==> config.mk <==
export PLATFORM = sky130hd
export DESIGN_NAME = pulse_sched_arb
export DESIGN_NICKNAME = d
export VERILOG_FILES = /design/src/rtl/pulse_sched_arb.sv
export SDC_FILE = /design/constraint.sdc
export NUM_CORES = 1
export LEC_CHECK = 0
export CORE_ASPECT_RATIO = 0.5
export CORE_MARGIN = 1
export CORE_UTILIZATION = 40
export DETAILED_ROUTE_END_ITERATION = 12
export HOLD_SLACK_MARGIN = 0.12
export PLACE_DENSITY = 0.62
export SLEW_MARGIN = 0
export SYNTH_ARGS = -nofsm -noshare
export SYNTH_HDL_FRONTEND = slang
export SYNTH_SLANG_ARGS = --single-unit
==> constraint.sdc <==
create_clock -name clk -period 2.8 [get_ports clk]
set_clock_uncertainty 0.05 [all_clocks]
set_input_delay 0.42 -clock clk [delete_from_list [all_inputs] [get_ports clk]]
set_output_delay 0.42 -clock clk [all_outputs]
set_load 0.005 [all_outputs]
==> src/rtl/pulse_sched_arb.sv <==
// pulse_sched_arb
// Round-robin scheduler that shares one stretched pulse line among N event
// requesters. Rising edges on req are captured as pending requests and
// serviced one at a time: a pulse of programmable width, then an optional
// minimum gap, then at least one idle cycle before the next grant.
module pulse_sched_arb #(
   parameter int    N        = 4,
   parameter int    CW       = 8,
   parameter int    IDW      = 2,
   parameter string POLARITY = "HIGH"
) (
   input  logic           clk,
   input  logic           rst_n,
   input  logic [N-1:0]   req,
   input  logic [CW-1:0]  cfg_width,
   input  logic [CW-1:0]  cfg_gap,
   input  logic           drop_clr,
   output logic           pulse_out,
   output logic [IDW-1:0] pulse_id,
   output logic [N-1:0]   ack,
   output logic           busy,
   output logic [N-1:0]   pending,
   output logic [15:0]    drop_cnt
);

   // Index width needed to address one of the N channels
   localparam int   PW      = (N > 1) ? $clog2(N) : 1;
   // Active level of pulse_out; the idle level is its inverse
   localparam logic ACT_LVL = (POLARITY == "LOW") ? 1'b0 : 1'b1;

   typedef enum logic [1:0] {
      IDLE  = 2'd0,
      PULSE = 2'd1,
      GAP   = 2'd2
   } state_t;

   state_t         state;
   state_t         state_nxt;
   logic [N-1:0]   req_d;
   logic [N-1:0]   rise;
   logic [PW-1:0]  rr_ptr;
   logic [PW-1:0]  rr_nxt;
   logic [CW-1:0]  cnt;
   logic [CW-1:0]  cnt_nxt;
   logic [CW-1:0]  width_l;
   logic [CW-1:0]  width_nxt;
   logic [CW-1:0]  gap_l;
   logic [CW-1:0]  gap_nxt;
   logic [CW-1:0]  w_eff;
   logic [IDW-1:0] id_nxt;
   logic [N-1:0]   pending_nxt;
   logic [15:0]    drop_cnt_nxt;
   logic [N-1:0]   grant_vec;
   logic           grant;
   logic           drop_any;
   logic           found;
   logic [PW-1:0]  win_id;
   logic [PW:0]    scan;

   // Saturating increment for the 16-bit drop counter
   function automatic logic [15:0] sat_inc16(input logic [15:0] v);
      return (v == 16'hFFFF) ? v : v + 16'd1;
   endfunction

   // One new event per low-to-high transition; a held level is a single event
   assign rise  = req & ~req_d;

   // A programmed width of zero still produces a one-cycle pulse
   assign w_eff = (width_l == '0) ? CW'(1) : width_l;

   // Round-robin search: first pending channel after rr_ptr, wrapping modulo N
   always_comb begin
      found  = 1'b0;
      win_id = '0;
      scan   = '0;
      for (int k = 1; k <= N; k++) begin
         scan = {1'b0, rr_ptr} + (PW+1)'(k);
         if (scan >= (PW+1)'(N)) begin
            scan = scan - (PW+1)'(N);
         end
         if (!found && pending[scan[PW-1:0]]) begin
            found  = 1'b1;
            win_id = scan[PW-1:0];
         end
      end
   end

   // Next-state logic: grant in IDLE, count pulse width then gap, track drops
   always_comb begin
      state_nxt    = state;
      cnt_nxt      = cnt;
      width_nxt    = width_l;
      gap_nxt      = gap_l;
      rr_nxt       = rr_ptr;
      id_nxt       = pulse_id;
      grant        = 1'b0;
      case (state)
         IDLE: begin
            if (found) begin
               grant     = 1'b1;
               state_nxt = PULSE;
               cnt_nxt   = CW'(1);
               width_nxt = cfg_width;
               gap_nxt   = cfg_gap;
               rr_nxt    = win_id;
               id_nxt    = IDW'(win_id);
            end
         end
         PULSE: begin
            // cnt holds the index of the pulse cycle currently being driven
            if (cnt >= w_eff) begin
               if (gap_l != '0) begin
                  state_nxt = GAP;
                  cnt_nxt   = CW'(1);
               end else begin
                  state_nxt = IDLE;
                  cnt_nxt   = '0;
               end
            end else begin
               cnt_nxt = cnt + CW'(1);
            end
         end
         GAP: begin
            if (cnt >= gap_l) begin
               state_nxt = IDLE;
               cnt_nxt   = '0;
            end else begin
               cnt_nxt = cnt + CW'(1);
            end
         end
         default: begin
            state_nxt = IDLE;
            cnt_nxt   = '0;
         end
      endcase

      grant_vec = grant ? (N'(1) << win_id) : '0;

      // A rise on an already-pending channel that is not being granted is lost;
      // a rise on the channel being granted re-arms it as a fresh event
      drop_any    = |(rise & pending & ~grant_vec);
      pending_nxt = (pending & ~grant_vec) | rise;

      if (drop_clr) begin
         drop_cnt_nxt = '0;
      end else if (drop_any) begin
         drop_cnt_nxt = sat_inc16(drop_cnt);
      end else begin
         drop_cnt_nxt = drop_cnt;
      end
   end

   // State, request history, latched configuration and registered outputs
   always_ff @(posedge clk) begin
      if (!rst_n) begin
         state     <= IDLE;
         pending   <= '0;
         req_d     <= '0;
         rr_ptr    <= PW'(N-1);
         cnt       <= '0;
         width_l   <= '0;
         gap_l     <= '0;
         pulse_out <= ~ACT_LVL;
         pulse_id  <= '0;
         ack       <= '0;
         busy      <= 1'b0;
         drop_cnt  <= '0;
      end else begin
         state     <= state_nxt;
         pending   <= pending_nxt;
         req_d     <= req;
         rr_ptr    <= rr_nxt;
         cnt       <= cnt_nxt;
         width_l   <= width_nxt;
         gap_l     <= gap_nxt;
         pulse_out <= (state_nxt == PULSE) ? ACT_LVL : ~ACT_LVL;
         pulse_id  <= id_nxt;
         ack       <= grant_vec;
         busy      <= (state_nxt != IDLE);
         drop_cnt  <= drop_cnt_nxt;
      end
   end

endmodule

==> impl_metrics.ini, run 1 <==
[worst_hold_path]
hold_path_end = width_l[1]
hold_start = width_l[1]
whs_path_depth = 2
hold_path.class = reg2reg

[sta]
worst_pin_slew_ns = 0.751
final.setup.tns_ns = 0
setup_viol = 0
hold_viol = 0
relSlewSlack_pct = 49.6
final_max_slew_viol_count = 0
rsz0062_at_grt = false
period_needed_ns = 2.61
fin_hold_ws_ns = 0.413
fin_crit_sh_pct = 93.2
max_freq_mhz = 383

[yosys]
syn-cell-area_mm2 = 0.00294
yosys_warnings = 0
seq_area_frac_synth_pct = 40.9
synth_nets = 397
synth-seq-cells = 60
ys_types = 49
synth_edf_count = 0
avgSynthCellArea_um2 = 8.25
synth_cells = 356
ys.flop_type = dfxtp_1
synthArstFlopShare_pct = 0

[drt]
routed_wl_um = 6990
vias = 2714
ant_nets = 0
drtIter0Drc = 206
detail_route.vias_per_cell = 5.33
drcViolationCount = 0
wl_per_cell_um = 13.7
drtPass1Iterations = 4

[worst_setup_path]
worstPathArrival_ns = 2.83
regToRegSetupSlack_ns = 0.19
reg2reg_from = width_l[3]
crit_fanout = 8
start_kind = register
r2r_cells = 11
reg2reg_to = cnt[5]
worstPathRequired_ns = 3.02
criticalPathCategory = reg2reg
cp-end-kind = register

[final_layout]
area_growth_pct = 33.3
drive_gt1_share_pct = 7.67
insertedDiodeCount = 0
fin_nets = 453

[grt]
grtUsageTotal_pct = 19.9
grt_antenna_before_repair = 0
first_global_vias = 2529
overflow = 0
grt_max_degree = 22
grt_first_pass_wirelength_um = 11700

[power]
p_per_area_mw_per_mm2 = 750
peakVddDrop_mv = 0.317
p_leak_nw = 1.55

[clock_network]
clock_sinks = 60
h-tree-depth = 3
numCtsBuffers = 9
cts_max_path_buffers = 2
cts_tree = built
clkLatencyLatePin_ns = 0.33
ctsRootBufferMaster = clkbuf_16
clkTransAtPathRegs_ns = 0.05

[floorplanning]
num_rows = 21
dieArea_mm2 = 0.00771
die_x_um = 123
initial_core_util_pct = 42.7
fp.dieH_um = 62.6
pin_count = 51
core-area_mm2 = 0.00688

[placement]
port_buffers = 50
place_congestion = 0.880
hpwl_um = 5030

[run]
maxCapViolCount = 0

[run_status]
status = finished clean
==> registers in the layout, summed over array words and instances (netlist names) <==
signal	flops
pending	4
drop_cnt	16
gap_l	8
busy	1
ack	4
pulse_id	2
cnt	8
rr_ptr	2
pulse_out	1
req_d	4
state	2
width_l	8
==> stage by stage <==
step	setup slack (ns)	util [%]	power, W	cells	area, µm²
2_1_floorplan	0.373	-	0.00143	356	2940
3_3_place_gp	0.194	51.4	0.00162	492	3540
3_5_place_dp	0.0391	51.4	0.00164	492	3540
4_1_cts	0.0173	56.5	0.00295	508	3890
5_1_grt	0.0411	56.9	0.00311	509	3910
6_report	0.189	56.9	0.00294	509	3910
==> cells by family after synthesis <==
| kind of cell | synth area share (%) |
|---|---|
| muxes | 0.341 |
| AOI/OAI and AO/OA | 21.0 |
| and+or+nand+nor | 24.0 |
| adders and majority gates | 7.67 |
| xor gates and xnor gates | 1.79 |
| buffers and inverters | 4.26 |
| DFF | 40.9 |
==> cell usage in the layout (no fill, tap or decap), types with 5 or more instances in the layout <==
| master | n |
|---|---|
| clkbuf_16 | 9 |
| nor2_1 | 24 |
| and3_1 | 6 |
| nand2_1 | 54 |
| or4_1 | 5 |
| a21oi_1 | 33 |
| clkdlybuf4s50_1 | 50 |
| ha_1 | 18 |
| nand3_1 | 15 |
| a21boi_0 | 10 |
| nand2b_1 | 9 |
| inv_1 | 19 |
| o21ai_0 | 13 |
| nor3_1 | 6 |
| buf_4 | 6 |
| a21o_1 | 9 |
| dfxtp_1 | 60 |
| o31ai_1 | 6 |
| nand4_1 | 5 |
==> routing by layer <==
metal	GRT usage [%]	wire, µm
met1	24.9	3400
met4	4.82	36
met3	8.39	301
met2	31.4	3250
met5	0	0
==> worst max path at each step <==
stage,depth (start not counted),slack [ns],startpoint,to
4_1_cts,11,0.02,width_l[3],cnt[5]
6_report,11,0.19,width_l[3],cnt[5]
2_1_floorplan,11,0.37,width_l[3],cnt[5]
3_3_place_gp,11,0.19,width_l[3],cnt[5]
3_5_place_dp,11,0.04,width_l[3],cnt[5]
5_1_grt,11,0.04,width_l[3],cnt[5]
==> cells in the mapped netlist (2+ instances only) <==
master / number / share of area, %
a21boi_0: 10 / 2.6
a21o_1: 9 / 2.3
a21oi_1: 33 / 5.6
a31oi_1: 2 / 0.43
a41o_1: 3 / 1.0
and2_1: 4 / 0.85
and3_1: 6 / 1.3
and4_1: 2 / 0.60
clkbuf_1: 9 / 1.2
dfxtp_1: 60 / 41
ha_1: 18 / 7.7
inv_1: 19 / 2.4
nand2_1: 55 / 7.0
nand2b_1: 9 / 1.9
nand3_1: 15 / 2.6
nand4_1: 5 / 1.1
nor2_1: 24 / 3.1
nor2b_1: 2 / 0.43
nor3_1: 6 / 1.0
nor3b_1: 2 / 0.51
nor4_1: 4 / 0.85
o21ai_0: 13 / 2.2
o22a_2: 3 / 1.0
o22ai_1: 2 / 0.43
o31ai_1: 6 / 1.5
or3_1: 4 / 0.85
or4_1: 5 / 1.3
xnor2_1: 4 / 1.2
xor2_1: 2 / 0.60
==> worst max-delay path: stages, from the launching register on <==
cell,delay [ns]
dfxtp_1,0.34
nor4_2,0.30
a41o_1,0.21
ha_1,0.22
nand2b_1,0.14
a21o_1,0.17
a211oi_1,0.23
o31a_1,0.20
a21o_1,0.21
nand2_2,0.13
nor4_2,0.26
a21o_1,0.12
==> report_power, final <==
group          internal [W]  switching, W
registers          0.000944     0.0000767
clock network      0.000916      0.000377
logic              0.000287      0.000335
total               0.00215      0.000789
==> repair_timing <==
item	in CTS	in global routing
setup endpoints to repair	0	3
resized for setup	0	3
buffers inserted	0	1
hold buffers	0	0
==> cell type report <==
cell class	instances	area, µm²
Fill cell	652	2970
Multi-Input combinational cell	265	1630
Sequential cell	60	1200
Timing Repair Buffer	56	546
Clock buffer	12	256
Tap cell	92	115
Clock inverter	4	95.1
Inverter	20	75.1
(Power assumes the default switching activity.)
==> inputs of run 2 (changes only) <==
--- a/config.mk
+++ b/config.mk
@@ -11,6 +11,8 @@
 export DETAILED_ROUTE_END_ITERATION = 12
 export HOLD_SLACK_MARGIN = 0.12
 export PLACE_DENSITY = 0.62
+export RECOVER_POWER = 50
+export SKIP_LAST_GASP = 1
 export SLEW_MARGIN = 0
 export SYNTH_ARGS = -nofsm -noshare
 export SYNTH_HDL_FRONTEND = slang
==> run 2 against run 1 <==
Compared with the run above:
- combinational power fell by 3%
- flip-flop and latch count did not move
- maximum frequency barely moved
- final cell count did not move
- count of clock-buffer cells in the layout did not move
- hold slack barely moved
- worst setup slack barely moved
- critical endpoint unchanged
- largest power group unchanged
==> impl_metrics.ini, run 2 (synthesis gave the netlist of run 1 again) <==
[sta]
worst_pin_slew_ns = 0.882
max_freq_mhz = 383
rsz0062_at_grt = false
fin_crit_sh_pct = 93.3
fin_ws_ns = 0.189
setup_viol = 0
relSlewSlack_pct = 41.2
hold_viol = 0
period_needed_ns = 2.61
final.setup.tns_ns = 0
final_max_slew_viol_count = 0

[worst_setup_path]
criticalPathCategory = reg2reg
cp_common_cell = a21o_1
start_kind = register
crit_fanout = 8
cp-end-kind = register
worstPathArrival_ns = 2.83
path_cells = nor4_2 > a41o_1 > ha_1 > nand2b_1 > a21o_1 > a211oi_1 > o31a_1 > a21o_1 > nand2_2 > nor4_2 > a21o_1
cpMaxStageDelayCell = dfxtp_1
worstPathRequired_ns = 3.02
critical_path.max_stage_delay_ns = 0.34

[power]
p_per_area_mw_per_mm2 = 747
peakVddDrop_mv = 0.316
switching_power_w = 0.000785
pwr-share-seq_pct = 35.0
p_leak_nw = 1.58
clkPwrFrac_pct = 44.3
comb_power_share_pct = 20.7
swShare_pct = 26.9
power.total_w = 0.00291
internal_power_w = 0.00213

[floorplanning]
initial_core_util_pct = 42.7
fp.dieH_um = 62.6
num_rows = 21
dieArea_mm2 = 0.00771
pin_count = 51
die_x_um = 123
core-area_mm2 = 0.00688

[final_layout]
final_cell_mix = 60 x dfxtp_1, 54 x nand2_1, 36 x clkdlybuf4s50_1
ff_latch_area_mm2 = 0.00120
final_area_mm2 = 0.00390
drive_gt1_share_pct = 6.95
final_common_cell = dfxtp_1
fillers = 656
multi_input_area_mm2 = 0.00163
area_growth_pct = 32.9
instances_no_fill = 509
largest_register_ffs = 16
fin_nets = 453
insertedDiodeCount = 0
regMostFlops = drop_cnt

[clock_network]
clkTransAtPathRegs_ns = 0.05
clock_sinks = 60
ctsRootBufferMaster = clkbuf_16
numCtsBuffers = 9
cts_tree = built
cts_max_path_buffers = 2
h-tree-depth = 3
clkLatencyLatePin_ns = 0.33

[drt]
wl_per_cell_um = 13.7
detail_route.vias_per_cell = 5.37
vias = 2735
ant_nets = 0
routed_wl_um = 6990
drtPass1Iterations = 4
drcViolationCount = 0
drtIter0Drc = 185

[placement]
post_dp_cell_area_mm2 = 0.00354
place_inst = 492
place_congestion = 0.880
post-place-ws_ns = 0.0391
port_buffers = 50
hpwl_um = 5030

[grt]
grt_antenna_before_repair = 0
grt_max_degree = 22
grtUsageTotal_pct = 19.9
first_global_vias = 2529
overflow = 0
grt_first_pass_wirelength_um = 11700

[worst_hold_path]
hold_path.class = reg2reg

[run_status]
status = finished clean

[run]
maxCapViolCount = 0
run 2: cell count changes in the layout (fill, tap and decap cells not counted):
cell / change
a21boi_0: +1
and2_1: -2
clkbuf_1: +3
buf_4: -3
a21boi_1: -1
and2_0: +2
dlygate4sd3_1: +14
clkdlybuf4s50_1: -14
run 2: through the flow:
step / utilization [%] / hold WS (ns)
floorplan: - / 0.386
global placement: 51.4 / 0.399
detailed placement: 51.4 / 0.403
CTS: 56.5 / 0.410
global route: 56.7 / 0.440
finish: 56.7 / 0.413
run 2: final cells by class:
type	instances	area share, %
clock inverter	4	2.44
inverter	20	1.92
multi-input combinational	265	41.6
timing repair buffer	56	13.7
sequential	60	30.8
clock buffer	12	6.57
tap	92	2.95
run 2: metal layers:
layer / vias to the layer above / track usage [%] / share of wire (%) / routed length, µm
met5: - / 0 / 0 / 0
met4: 0 / 4.82 / 0.67 / 47
met3: 6 / 8.39 / 5.1 / 358
met2: 62 / 31.4 / 46 / 3240
met1: 1298 / 24.9 / 48 / 3350
li1: 1369 / - / - / -
run 2: what timing repair did:
action / in CTS / in global routing
setup buffers: 0 / 1
endpoints found under the setup margin: 0 / 3
resized for setup: 0 / 3
hold buffers: 0 / 0
hold endpoints to repair: 0 / 0
run 2: worst paths after layout:
| check | from | to | slack, ns | cells after the start |
|---|---|---|---|---|
| worst min register to register | width_l[1] | width_l[1] | 0.41 | 2 |
| worst min-delay path | width_l[1] | width_l[1] | 0.41 | 2 |
| worst max-delay path | width_l[3] | cnt[5] | 0.19 | 11 |
| worst max register to register | width_l[3] | cnt[5] | 0.19 | 11 |
run 2: worst max-delay path, delay by kind of cell, from the launching register on:
family | cells | cell delay (ns)
AO/OA/AOI/OAI | 6 | 1.14
AND/OR/NAND/NOR | 4 | 0.83
adder cells (fa/ha/maj) | 1 | 0.22
flip-flops | 1 | 0.34
run 2: power groups by stage:
stage               combinational (W)  sequential, W  clock [W]
floorplan                    0.000418        0.00101          0
CTS                          0.000609        0.00102    0.00132
global route                 0.000684        0.00103    0.00138
finish                       0.000604        0.00102    0.00129
detailed placement           0.000604        0.00103          0
global placement             0.000588        0.00103          0
==> inputs of run 3 (changes only) <==
--- a/config.mk
+++ b/config.mk
@@ -7,10 +7,10 @@
 export LEC_CHECK = 0
 export CORE_ASPECT_RATIO = 0.5
 export CORE_MARGIN = 1
-export CORE_UTILIZATION = 40
+export CORE_UTILIZATION = 24
 export DETAILED_ROUTE_END_ITERATION = 12
 export HOLD_SLACK_MARGIN = 0.12
-export PLACE_DENSITY = 0.62
+export PLACE_DENSITY = 0.42
 export RECOVER_POWER = 50
 export SKIP_LAST_GASP = 1
 export SLEW_MARGIN = 0
==> constraint.sdc (replaced) <==
create_clock -name clk -period 2.8 [get_ports clk]
set_clock_uncertainty 0.05 [all_clocks]
set_input_delay 0.42 -clock clk [delete_from_list [all_inputs] [get_ports clk]]
set_output_delay 0.42 -clock clk [all_outputs]
set_load 0.01 [all_outputs]
==> run 3 against run 2 <==
Compared with the run above:
- the flow now finishes with violations (DRC)
- power shrank 11%
- flip-flop and latch count is the same
- wire length grew 6.3%
- global-route usage shrank 7.1 points
- non-clock buffer count grew 3
- critical path type unchanged
==> impl_metrics.ini, run 3 (synthesis gave the netlist of run 1 again) <==
[sta]
fin_crit_sh_pct = 91.3
fin_ws_ns = 0.242
relSlewSlack_pct = 37.6
worst_pin_slew_ns = 0.936
hold_viol = 0
max_freq_mhz = 391
period_needed_ns = 2.56
rsz0062_at_grt = false
setup_viol = 0
final.setup.tns_ns = 0
final_max_slew_viol_count = 0

[worst_setup_path]
worstPathRequired_ns = 3.02
criticalPathCategory = reg2reg
start_kind = register
cp-end-kind = register
crit_fanout = 8
worstPathArrival_ns = 2.78

[floorplanning]
pin_count = 51
dieArea_mm2 = 0.0127
num_rows = 28
fp.dieH_um = 80.2
initial_core_util_pct = 24.7
die_x_um = 158
core-area_mm2 = 0.0119

[final_layout]
instances_no_fill = 582
area_growth_pct = 33.1
final_common_cell = dfxtp_1
fin_nets = 456
drive_gt1_share_pct = 6.47
final_cell_mix = 60 x dfxtp_1, 54 x nand2_1, 37 x clkdlybuf4s50_1
regMostFlops = drop_cnt
largest_register_ffs = 16
fillers = 1286
final_area_mm2 = 0.00391
insertedDiodeCount = 0

[clock_network]
cts_tree = built
clock_sinks = 60
numCtsBuffers = 9
h-tree-depth = 3
clkTransAtPathRegs_ns = 0.05
cts_max_path_buffers = 2
ctsRootBufferMaster = clkbuf_16
postCtsHoldBufs = 0
clkLatencyLatePin_ns = 0.33

[run_status]
violations = DRC
status = complete, but fails checks

[placement]
place_inst = 567
port_buffers = 50
post-place-ws_ns = 0.0595
hpwl_um = 5440
place_congestion = 0.797
post_dp_cell_area_mm2 = 0.00365

[run]
maxCapViolCount = 0

[power]
p_leak_nw = 1.54
p_per_area_mw_per_mm2 = 664
peakVddDrop_mv = 0.264

[grt]
overflow = 0
grt_first_pass_wirelength_um = 12200
first_global_vias = 2521
grt_antenna_before_repair = 0
grt_max_degree = 23
grtUsageTotal_pct = 12.8

[drt]
detail_route.vias_per_cell = 4.60
ant_nets = 0
drtPass1Iterations = 8
drtIter0Drc = 140
routed_wl_um = 7430
drcViolationCount = 1
wl_per_cell_um = 12.8
vias = 2675

[worst_hold_path]
hold_path.class = reg2reg
==> run 3: cell count changes in the layout (fill, tap and decap cells not counted), moves of 2 or more <==
cell,change
buf_4,+4
and2_1,+2
clkbuf_8,-2
clkbuf_1,+2
bufinv_16,-3
and2_0,-2
==> run 3: path summary, 6_finish.rpt <==
path,from,end,slack (ns),cells past startpoint
worst min register to register,width_l[1],width_l[1],0.40,2
worst max register to register,width_l[3],cnt[5],0.24,11
worst min-delay path,width_l[1],width_l[1],0.40,2
worst max-delay path,width_l[3],cnt[5],0.24,11
==> run 3: critical path: stages, from the launching register on <==
cell	delay (ns)
dfxtp_1	0.32
nor4_2	0.29
a41o_1	0.20
ha_1	0.21
nand2b_1	0.14
a21o_1	0.17
a211oi_1	0.24
o31a_1	0.21
a21o_1	0.18
nand2_2	0.12
nor4_2	0.26
a21o_1	0.11
==> run 3: timing repair <==
action | in CTS | in global routing
setup buffers | 0 | 2
endpoints found under the setup margin | 0 | 3
gates resized for setup | 0 | 3
==> run 3: final cells by class <==
cell class	count	area [µm²]	area share, %
tap	165	206	5.28
sequential	60	1200	30.7
clock buffer	13	240	6.15
inverter	20	75.1	1.92
multi-input combinational	265	1630	41.6
timing repair buffer	59	561	14.3
==> run 3: where the power goes <==
| group | switching [W] | total [W] | internal [W] | leakage [nW] |
|---|---|---|---|---|
| registers | 0.0000719 | 0.00102 | 0.000944 | 0.491 |
| clock network | 0.000361 | 0.000945 | 0.000584 | 0.116 |
| logic | 0.000349 | 0.000633 | 0.000284 | 0.929 |
| total | 0.000782 | 0.00259 | 0.00181 | 1.54 |
==> run 3: metal layers <==
metal | wire [µm] | GRT usage, % | up-vias
met3 | 248 | 4.16 | 9
li1 | - | - | 1385
met1 | 3800 | 16.5 | 1249
met5 | 0 | 0 | -
met2 | 3300 | 19.6 | 32
met4 | 80 | 4.62 | 0
==> run 3: through the flow <==
step	hold WS (ns)	total power (W)	utilization (%)
after global placement	0.394	0.00168	30.7
final	0.405	0.00259	32.9
after CTS	0.408	0.00264	32.7
after floorplan	0.386	0.00144	-
after detailed placement	0.401	0.00167	30.7
after global routing	0.441	0.00277	32.9
